### src/rtl/clk_en_sched.sv
// clk_en_sched: clock-enable scheduler for the fastclk domain.
// Emits one-cycle enable strobes per channel at programmable divide ratios,
// keeps all channels phase-aligned and applies divisor changes only at a
// common alignment point (the next channel-0 strobe).
//
// Ports:
//   fastclk    sole clock, posedge
//   reset_h    synchronous reset, active-high
//   run        1 = schedule enables, 0 = idle
//   cfg_valid  divisor write request
//   cfg_ready  write accepted when cfg_valid && cfg_ready (low in RESYNC)
//   cfg_ch     target channel (>= NCH accepted and ignored)
//   cfg_div    divisor, 0 treated as 1
//   en_o       registered enable strobes
//   aligned_o  registered, high when all channels strobe together
//   busy_o     high when not IDLE
//   ch0_count  wrapping count of en_o[0] strobes
//   tog_o      (only with CLK_SCHED_TOGGLE_EN) toggles on every strobe
//
// Optional feature macro: CLK_SCHED_TOGGLE_EN
module clk_en_sched #(
    parameter int NCH = 4,
    parameter int DW  = 8,
    parameter int CW  = 32
) (
    input  logic            fastclk,
    input  logic            reset_h,
    input  logic            run,
    input  logic            cfg_valid,
    output logic            cfg_ready,
    input  logic [1:0]      cfg_ch,
    input  logic [DW-1:0]   cfg_div,
    output logic [NCH-1:0]  en_o,
    output logic            aligned_o,
    output logic            busy_o,
    output logic [CW-1:0]   ch0_count
`ifdef CLK_SCHED_TOGGLE_EN
    ,
    output logic [NCH-1:0]  tog_o
`endif
);

    typedef enum logic [1:0] {
        IDLE,
        RUN,
        RESYNC
    } state_t;

    localparam logic [DW-1:0] ONE = DW'(1);
    localparam logic [DW-1:0] DEF = DW'(2);

    state_t         state;
    state_t         state_nxt;

    logic [DW-1:0]  shadow     [NCH];
    logic [DW-1:0]  shadow_nxt [NCH];
    logic [DW-1:0]  active     [NCH];
    logic [DW-1:0]  active_nxt [NCH];
    logic [DW-1:0]  cnt        [NCH];
    logic [DW-1:0]  cnt_nxt    [NCH];

    logic [NCH-1:0] en_nxt;
    logic           aligned_nxt;
    logic           wr_hit;

    function automatic logic [DW-1:0] eff_div(input logic [DW-1:0] d);
        return (d == '0) ? ONE : d;
    endfunction

    assign cfg_ready = (state != RESYNC);
    assign busy_o    = (state != IDLE);

    // Writes to nonexistent channels complete the handshake but do nothing.
    assign wr_hit = cfg_valid && cfg_ready && (int'(cfg_ch) < NCH);

    always_comb begin
        state_nxt   = state;
        en_nxt      = '0;
        aligned_nxt = 1'b0;
        for (int i = 0; i < NCH; i++) begin
            shadow_nxt[i] = shadow[i];
            active_nxt[i] = active[i];
            cnt_nxt[i]    = cnt[i];
            if (wr_hit && int'(cfg_ch) == i)
                shadow_nxt[i] = eff_div(cfg_div);
        end

        unique case (state)
            IDLE: begin
                for (int i = 0; i < NCH; i++)
                    cnt_nxt[i] = '0;
                if (run) begin
                    state_nxt = RUN;
                    en_nxt    = '1;
                    for (int i = 0; i < NCH; i++) begin
                        active_nxt[i] = shadow_nxt[i];
                        cnt_nxt[i]    = shadow_nxt[i] - ONE;
                    end
                end
            end
            RUN, RESYNC: begin
                if (!run) begin
                    state_nxt = IDLE;
                    for (int i = 0; i < NCH; i++)
                        cnt_nxt[i] = '0;
                end else if (state == RESYNC && cnt[0] == '0) begin
                    // Alignment point: every channel restarts on the new divisor.
                    state_nxt = RUN;
                    en_nxt    = '1;
                    for (int i = 0; i < NCH; i++) begin
                        active_nxt[i] = shadow_nxt[i];
                        cnt_nxt[i]    = shadow_nxt[i] - ONE;
                    end
                end else begin
                    for (int i = 0; i < NCH; i++) begin
                        if (cnt[i] == '0) begin
                            en_nxt[i]  = 1'b1;
                            cnt_nxt[i] = active[i] - ONE;
                        end else begin
                            cnt_nxt[i] = cnt[i] - ONE;
                        end
                    end
                    if (state == RUN && wr_hit)
                        state_nxt = RESYNC;
                end
            end
            default: begin
                state_nxt = IDLE;
            end
        endcase

        aligned_nxt = &en_nxt;
    end

    always_ff @(posedge fastclk) begin
        if (reset_h) begin
            state     <= IDLE;
            en_o      <= '0;
            aligned_o <= 1'b0;
            ch0_count <= '0;
            for (int i = 0; i < NCH; i++) begin
                shadow[i] <= DEF;
                active[i] <= DEF;
                cnt[i]    <= '0;
            end
        end else begin
            state     <= state_nxt;
            en_o      <= en_nxt;
            aligned_o <= aligned_nxt;
            if (en_nxt[0])
                ch0_count <= ch0_count + CW'(1);
            for (int i = 0; i < NCH; i++) begin
                shadow[i] <= shadow_nxt[i];
                active[i] <= active_nxt[i];
                cnt[i]    <= cnt_nxt[i];
            end
        end
    end

`ifdef CLK_SCHED_TOGGLE_EN
    // Debug square wave only; never used as a clock.
    always_ff @(posedge fastclk) begin
        if (reset_h)
            tog_o <= '0;
        else if (state_nxt == IDLE)
            tog_o <= '0;
        else
            tog_o <= tog_o ^ en_nxt;
    end
`endif

endmodule

### config.mk
export PLATFORM = sky130hd
export DESIGN_NAME = clk_en_sched
export DESIGN_NICKNAME = d
export VERILOG_FILES = /design/src/rtl/clk_en_sched.sv
export SDC_FILE = /design/constraint.sdc
export NUM_CORES = 1
export LEC_CHECK = 0
export BUFFER_PORTS_ARGS = -buffer_cell sky130_fd_sc_hd__buf_2
export CORE_UTILIZATION = 56
export CTS_BUF_LIST = sky130_fd_sc_hd__clkbuf_2
export DETAILED_ROUTE_END_ITERATION = 16
export GPL_ROUTABILITY_DRIVEN = 0
export HOLD_SLACK_MARGIN = 0.12
export PLACE_DENSITY = 0.75
export SLEW_MARGIN = 20
export SYNTH_ARGS = -nofsm -noshare
export SYNTH_HDL_FRONTEND = slang
export SYNTH_SLANG_ARGS = --single-unit
export TNS_END_PERCENT = 50
### constraint.sdc
create_clock -name fastclk -period 5.3 [get_ports fastclk]
set_clock_uncertainty 0.05 [all_clocks]
set_input_delay 0.795 -clock fastclk [delete_from_list [all_inputs] [get_ports fastclk]]
set_output_delay 0.795 -clock fastclk [all_outputs]
set_load 0.01 [all_outputs]
# After elaboration in Yosys (flattened, before gate mapping)
# Memory sizes are Yosys's and may differ from the RTL's.
# Cells that the tools add are included.
# word_totals
output_inout_bits	39
input_bits	14
n_memories	3
rom_bits	0
mem_bits_rw	96
ff_bits	39
latch_bits	0
wordCells	103
# mem_list
name	words	word_bits	rd	rd_clocked_by_memory_dff	write_ports	line	rtl
active	4	8	4	0	4	57	logic [DW-1:0] active [NCH];
cnt	4	8	4	0	4	59	logic [DW-1:0] cnt [NCH];
shadow	4	8	4	0	4	55	logic [DW-1:0] shadow [NCH];
# classes
add_sub_neg	13
n_bitwise	12
shifts	0
n_reduce_logical	18
order_cmp	0
div	0
n_mux	45
n_mul	0
eq_ne	8
# op_table
operator	count
two-way mux 32 bit	6
two-way mux 8 bit	21
case mux 32 bit (2 select lines)	2
subtractor 8 x 1 -> 8 bit, second input constant	12
zero test 8 bit	5
adder 32 x 1 -> 32 bit, second input constant	1
two-way mux 4 bit	3
OR 1 bit	12
two-way mux 2 bit	4
case mux 4 bit (2 select lines)	1
logical AND 1 bit	7
two-way mux 1 bit	7
equality test 2 bit, second input constant	3
equality test 2 x 1 -> 1 bit, second input constant	2
zero test 2 bit	2
!= test 2 bit, second input constant	2
!= test 4 bit, second input constant	1
case mux 2 bit (2 select lines)	1
AND reduction 4 bit	1
AND reduction 2 bit	1
nonzero test 2 bit	1
OR reduction 2 bit	1

# Depth between registers and ports, before layout
# Gate-level depths: netlist of run 1.
# depth
ltp_word	9
mapped_depth	13

# Worst setup path after synthesis of run 1
# No wires, ideal clock.
# synth_path
path_type	input to register
start	in cfg_ch[1]
end	mem cnt[0][4]
arrival_ps	3187
n_path_buf	1
setup_time_ps	132
path_slack_ps	1931
cell_stages	9
cell_sequence	nor4b_2 clkbuf_1 mux2i_1 ha_1 nor3b_1 mux2i_1 xor2_1 a221oi_1 nor3_1
# synth_rtl
item	line	rtl
start, declared	31	input logic [1:0] cfg_ch,
end, declared	59	

==> results.toml, run 1 <==
[cts]
cts_root_buf = "clkbuf_2"
ctsResizeCount = 0
cts_tree = "built"
ctsHoldBuffers = 0
clkTransAtPathRegs_ps = 190
clock_sinks = 135
cts_inserted_buffers = 17
cts_buffer_depth = 2
post_cts_buffers = 0
clock_latency_ps = 730
htree_levels = 4

[power]
swShare = 0.441
p_clk_frac = 0.149
p_seq_frac = 0.397
p_leak_nw = 3.01
peakVddDrop_v = 0.000319
power_density_nw_per_um2 = 434
comb_power_share = 0.454
p_total_mw = 3.47
p_int_mw = 1.94
netSwitchingPower_mw = 1.53

[floorplanning]
start_util = 0.586
die_h_um = 118
io_pins = 53
core_area_um2 = 12800
dieWidth_um = 118
die-area_um2 = 13900
rows = 41

[yosys]
yosys.area_share.simple = 0.249
synthArstFlopShare = 0
avgSynthCellArea_um2 = 8.26
yosysSeqAreaShare = 0.360
synthAdderAreaFrac = 0.0217
synth_mux_area_frac = 0.0595
ys_types = 70
synth_compound_area_frac = 0.209
syn_area_um2 = 7510
synth_top_family_by_area = "simple AND/OR/NAND/NOR gates"
synthCells = 909
synth_top_flop_cell = "dfxtp_1"
yosys_warnings = 0
syn-num-nets = 936
synth-xor-area-share = 0.0595
synth_edf_count = 0
ys_ff_latch = 135

[finish]
syn_to_final_growth_pct = 6.40
drive_gt1_frac = 0.112
nets = 952
final_common_cell = "dfxtp_1"
final_cell_mix = "135 x dfxtp_1, 116 x nor2_1, 57 x nand2_1"

[global_route]
overflow = 0
grt_max_degree = 92
grt_pass1_vias = 6810
antenna_found_initial = 1
grtUsageTotal = 0.309
grt_pass1_wl_mm = 34.5

[critical_path]
crit_chain = "inv_1, ha_1, nor4bb_4, mux2i_1, ha_1, nor3b_1, xor2_1, mux2i_1, o31a_1, o22ai_1"
crit_required_ps = 5900
endpoint_kind = "register"
start_kind = "register"
critPathMaxFanout = 15
critical_path_depth = 10
worst-path-buf-inv = 1
cp_top_family = "simple AND/OR/NAND/NOR gates"
critPathArrivalTime_ps = 4180
worstSetupPathType = "reg2reg"
slowest_delay_ps = 1010
rr_worst_depth = 10
slowest_stage = "nor4bb_4"

[route]
vias = 7327
first_pass_iters = 5
drc = 0
ant_nets = 0
vias_per_cell = 6.61
initialDrtViolationCount = 857
wl_per_cell_um = 19.0
wl_mm = 21.0

[outcome]
outcome = "finished, final reports clean"

[place]
port_buffers = 52
dp_hpwl_mm = 14.1

[timing]
max_freq_mhz = 279
fin_crit_ps = 3580
finalMaxSlewViolations = 0
setup_tns_ps = 0
tightestPinTransition_ps = 1130
hold_violations = 0
finalSetupViolCount = 0
relSlewSlack = 0.243
rsz0062_at_grt = "false"
timing.final.crit_share = 0.676

[run]
cap_violations = 0

[worst_hold_path]
whs_path_depth = 2
hp-class = "in2reg"
## final timing paths
kind,slack [ps],to,start
worst min-delay path,380,ch0_count[19]$_SDFFE_PP0P_,reset_h
worst max register to register,1720,cnt[2][4]$_SDFFE_PP0P_,state[0]$_SDFFE_PP0P_
worst max-delay path,1720,cnt[2][4]$_SDFFE_PP0P_,state[0]$_SDFFE_PP0P_
worst min register to register,440,cnt[3][1]$_SDFFE_PP0P_,cnt[3][1]$_SDFFE_PP0P_
## power groups by stage
| stage | logic (mW) | clock network [mW] | registers, mW |
|---|---|---|---|
| 6_report | 1.57 | 0.518 | 1.38 |
| 5_1_grt | 1.73 | 0.568 | 1.40 |
| 4_1_cts | 1.54 | 0.523 | 1.37 |
| 3_5_place_dp | 1.53 | 0 | 1.39 |
| 3_3_place_gp | 1.48 | 0 | 1.38 |
| 2_1_floorplan | 1.18 | 0 | 1.34 |
## sequential cells by signal, summed over array words and instances (netlist names)
name	count
state	2
cnt	32
shadow	32
active	32
aligned_o	1
en_o	4
ch0_count	32
## cell type report
cell class	count	area [µm²]
clock inverters	8	61.3
diodes	2	5.00
clock buffers	20	100
fillers	1144	4830
inverters	22	82.6
well taps	172	215
repair buffers	57	300
flip-flops and latches	135	2700
multi-input cells	692	4520
## synth_stat cells (all sizes together), types with 20 or more instances
master	n	share of area
nor2	116	0.058
a21oi	56	0.037
o21ai	32	0.021
or4	21	0.021
mux2i	39	0.052
inv	20	0.010
dfxtp	135	0.36
a211oi	30	0.030
nor3	37	0.025
xnor2	35	0.041
nand2	57	0.028
nand3	22	0.015
clkbuf	52	0.026
## cells by family after synthesis
| group | after synthesis |
|---|---|
| AOI/OAI and AO/OA | 227 |
| xor gates and xnor gates | 51 |
| adders and majority gates | 13 |
| buffers and inverters | 82 |
| DFF | 135 |
| muxes | 44 |
| and+or+nand+nor | 357 |
## per-layer routing
metal / vias to the layer above / global-route usage / share of wire
li1: 3427 / - / -
met1: 3502 / 0.404 / 0.42
met2: 345 / 0.488 / 0.46
met3: 53 / 0.0620 / 0.083
met4: 0 / 0.147 / 0.030
met5: - / 0 / 0
## per-stage QoR
| stage | setup WS [ps] | cell area (µm²) | cells | utilization | hold WS, ps |
|---|---|---|---|---|---|
| 6_report | 1720 | 7990 | 1108 | 0.623 | 379 |
| 5_1_grt | 1410 | 7990 | 1107 | 0.623 | 358 |
| 4_1_cts | 1770 | 7990 | 1106 | 0.623 | 350 |
| 3_5_place_dp | 1630 | 7820 | 1078 | 0.610 | 420 |
| 3_3_place_gp | 1790 | 7820 | 1078 | 0.610 | 417 |
| 2_1_floorplan | 1930 | 7510 | 909 | - | 400 |
## worst reg2reg max path, stage by stage, from the launching register on
cell and delay, ps:
dfxtp_1 420, inv_1 90, ha_1 340, nor4bb_4 1010
mux2i_1 410, ha_1 290, nor3b_1 260, xor2_1 170
mux2i_1 80, o31a_1 280, o22ai_1 120
Note: power is estimated with default switching activity, not from simulation.
==> run 2: changes to the inputs <==
Settings changed: PLACE_DENSITY 0.75 to 0.78.
Clock period 5.3 ns to 2.9 ns, I/O delays scaled along.
==> run 2 against run 1 <==
  * Global-route usage fell by 1.3 points
  * Critical path depth fell by 2
  * Sequential share of layout area fell by 2.1 points
  * Critical path type unchanged
  * Largest power group unchanged
==> results.toml, run 2 (synthesized netlist as in run 1, its figures left out) <==
[outcome]
outcome = "finished, final reports clean"

[critical_path]
start_kind = "register"
slowest_delay_ps = 640
crit_required_ps = 3500
worst-path-buf-inv = 0
critPathArrivalTime_ps = 3360
cp_top_family = "compound AO/OA/AOI/OAI gates"
worstSetupPathType = "reg2reg"
endpoint_kind = "register"
critPathMaxFanout = 5
slowest_stage = "or4b_2"
crit_chain = "nor3_1, and3_1, a21oi_1, ha_1, or4b_2, o311ai_0, a31oi_1, o311a_1"

[power]
comb_power_share = 0.441
p_clk_frac = 0.198
p_leak_nw = 3.31
swShare = 0.411
peakVddDrop_v = 0.000542
power_density_nw_per_um2 = 809
netSwitchingPower_mw = 2.84
p_seq_frac = 0.361
p_int_mw = 4.07
p_total_mw = 6.90

[timing]
fin_crit_ps = 2760
finalMaxSlewViolations = 0
hold_violations = 0
rsz0062_at_grt = "false"
setup_tns_ps = 0
tightestPinTransition_ps = 688
max_freq_mhz = 362
relSlewSlack = 0.541
finalSetupViolCount = 0
timing.final.crit_share = 0.952

[floorplanning]
rows = 41
die-area_um2 = 13900
core_area_um2 = 12800
dieWidth_um = 118
io_pins = 53
die_h_um = 118
start_util = 0.586

[route]
wl_per_cell_um = 17.4
wl_mm = 20.2
initialDrtViolationCount = 576
drc = 0
vias_per_cell = 6.25
first_pass_iters = 8
vias = 7263
ant_nets = 0

[global_route]
overflow = 0
grt_max_degree = 54
grt_pass1_vias = 6604
grt_pass1_wl_mm = 33.2
antenna_found_initial = 1
grtUsageTotal = 0.296

[place]
dp_hpwl_mm = 14.0
port_buffers = 52

[finish]
final_common_cell = "dfxtp_1"
drive_gt1_frac = 0.169
syn_to_final_growth_pct = 13.7
nets = 1000
final_cell_mix = "133 x dfxtp_1, 116 x nor2_1, 57 x nand2_1"

[cts]
cts_tree = "built"
htree_levels = 4
cts_root_buf = "clkbuf_2"
cts_buffer_depth = 2
cts_inserted_buffers = 17
clkTransAtPathRegs_ps = 200
clock_sinks = 135
clock_latency_ps = 740

[run]
cap_violations = 0

[worst_hold_path]
hp-class = "in2reg"
## run 2: cell count changes in the layout (fill, tap and decap cells not counted), sizes merged
cell and delta:
clkbuf -3, dlygate4sd3 +3, clkinv -1, bufinv +4, diode +3, buf +45, inv +1, clkinvlp +2
## run 2: tightest hold or removal path, cell delays in order
cell and delay, ps:
buf_2 140, nand2_1 110, buf_4 170, nor3_1 50
## run 2: what timing repair did
item,in CTS,in global routing
setup endpoints to repair,0,6
endpoints found under the hold margin,23,1
hold buffers,2,1
gates resized for setup,0,3
buffers inserted,0,1
## run 2: area by class of cell
class                   count  area (µm²)
repair buffers            105         693
clock buffers              17        85.1
fillers                  1102        4290
inverters                  22        82.6
well taps                 172         215
flip-flops and latches    135        2710
clock inverters            14         206
multi-input cells         692        4540
diodes                      5        12.5
## run 2: final timing paths
| check | from | end | slack, ps | cells after the start |
|---|---|---|---|---|
| max | cnt[3][6]$_SDFFE_PP0P_ | cnt[3][6]$_SDFFE_PP0P_ | 140 | 8 |
| min | run | en_o[0]$_SDFF_PP0_ | 140 | 4 |
| max reg2reg | cnt[3][6]$_SDFFE_PP0P_ | cnt[3][6]$_SDFFE_PP0P_ | 140 | 8 |
| min reg2reg | ch0_count[30]$_SDFFE_PP0P_ | ch0_count[30]$_SDFFE_PP0P_ | 460 | 2 |
## run 2: power by group through the flow
stage / Clock [mW] / Sequential [mW] / Combinational [mW]
2_1_floorplan: 0 / 2.45 / 2.17
3_3_place_gp: 0 / 2.51 / 2.94
3_5_place_dp: 0 / 2.52 / 2.97
4_1_cts: 1.38 / 2.48 / 3.00
5_1_grt: 1.46 / 2.53 / 3.37
6_report: 1.37 / 2.49 / 3.05
## run 2: through the flow
| stage | util | cell area [µm²] | hold WS, ps | instances | setup slack, ps |
|---|---|---|---|---|---|
| global route | 0.666 | 8540 | 126 | 1162 | 9.49 |
| global placement | 0.638 | 8190 | 423 | 1122 | 198 |
| detailed placement | 0.638 | 8190 | 432 | 1122 | 129 |
| CTS | 0.663 | 8500 | 125 | 1155 | 127 |
| floorplan | - | 7550 | 400 | 909 | 15.3 |
| finish | 0.666 | 8540 | 137 | 1162 | 140 |
## run 2: routing by layer
metal | share of wire | vias up | track usage
met2 | 0.47 | 306 | 0.485
met1 | 0.43 | 3380 | 0.385
met5 | 0 | - | 0
met3 | 0.076 | 51 | 0.0678
met4 | 0.022 | 0 | 0.0905
li1 | - | 3526 | -
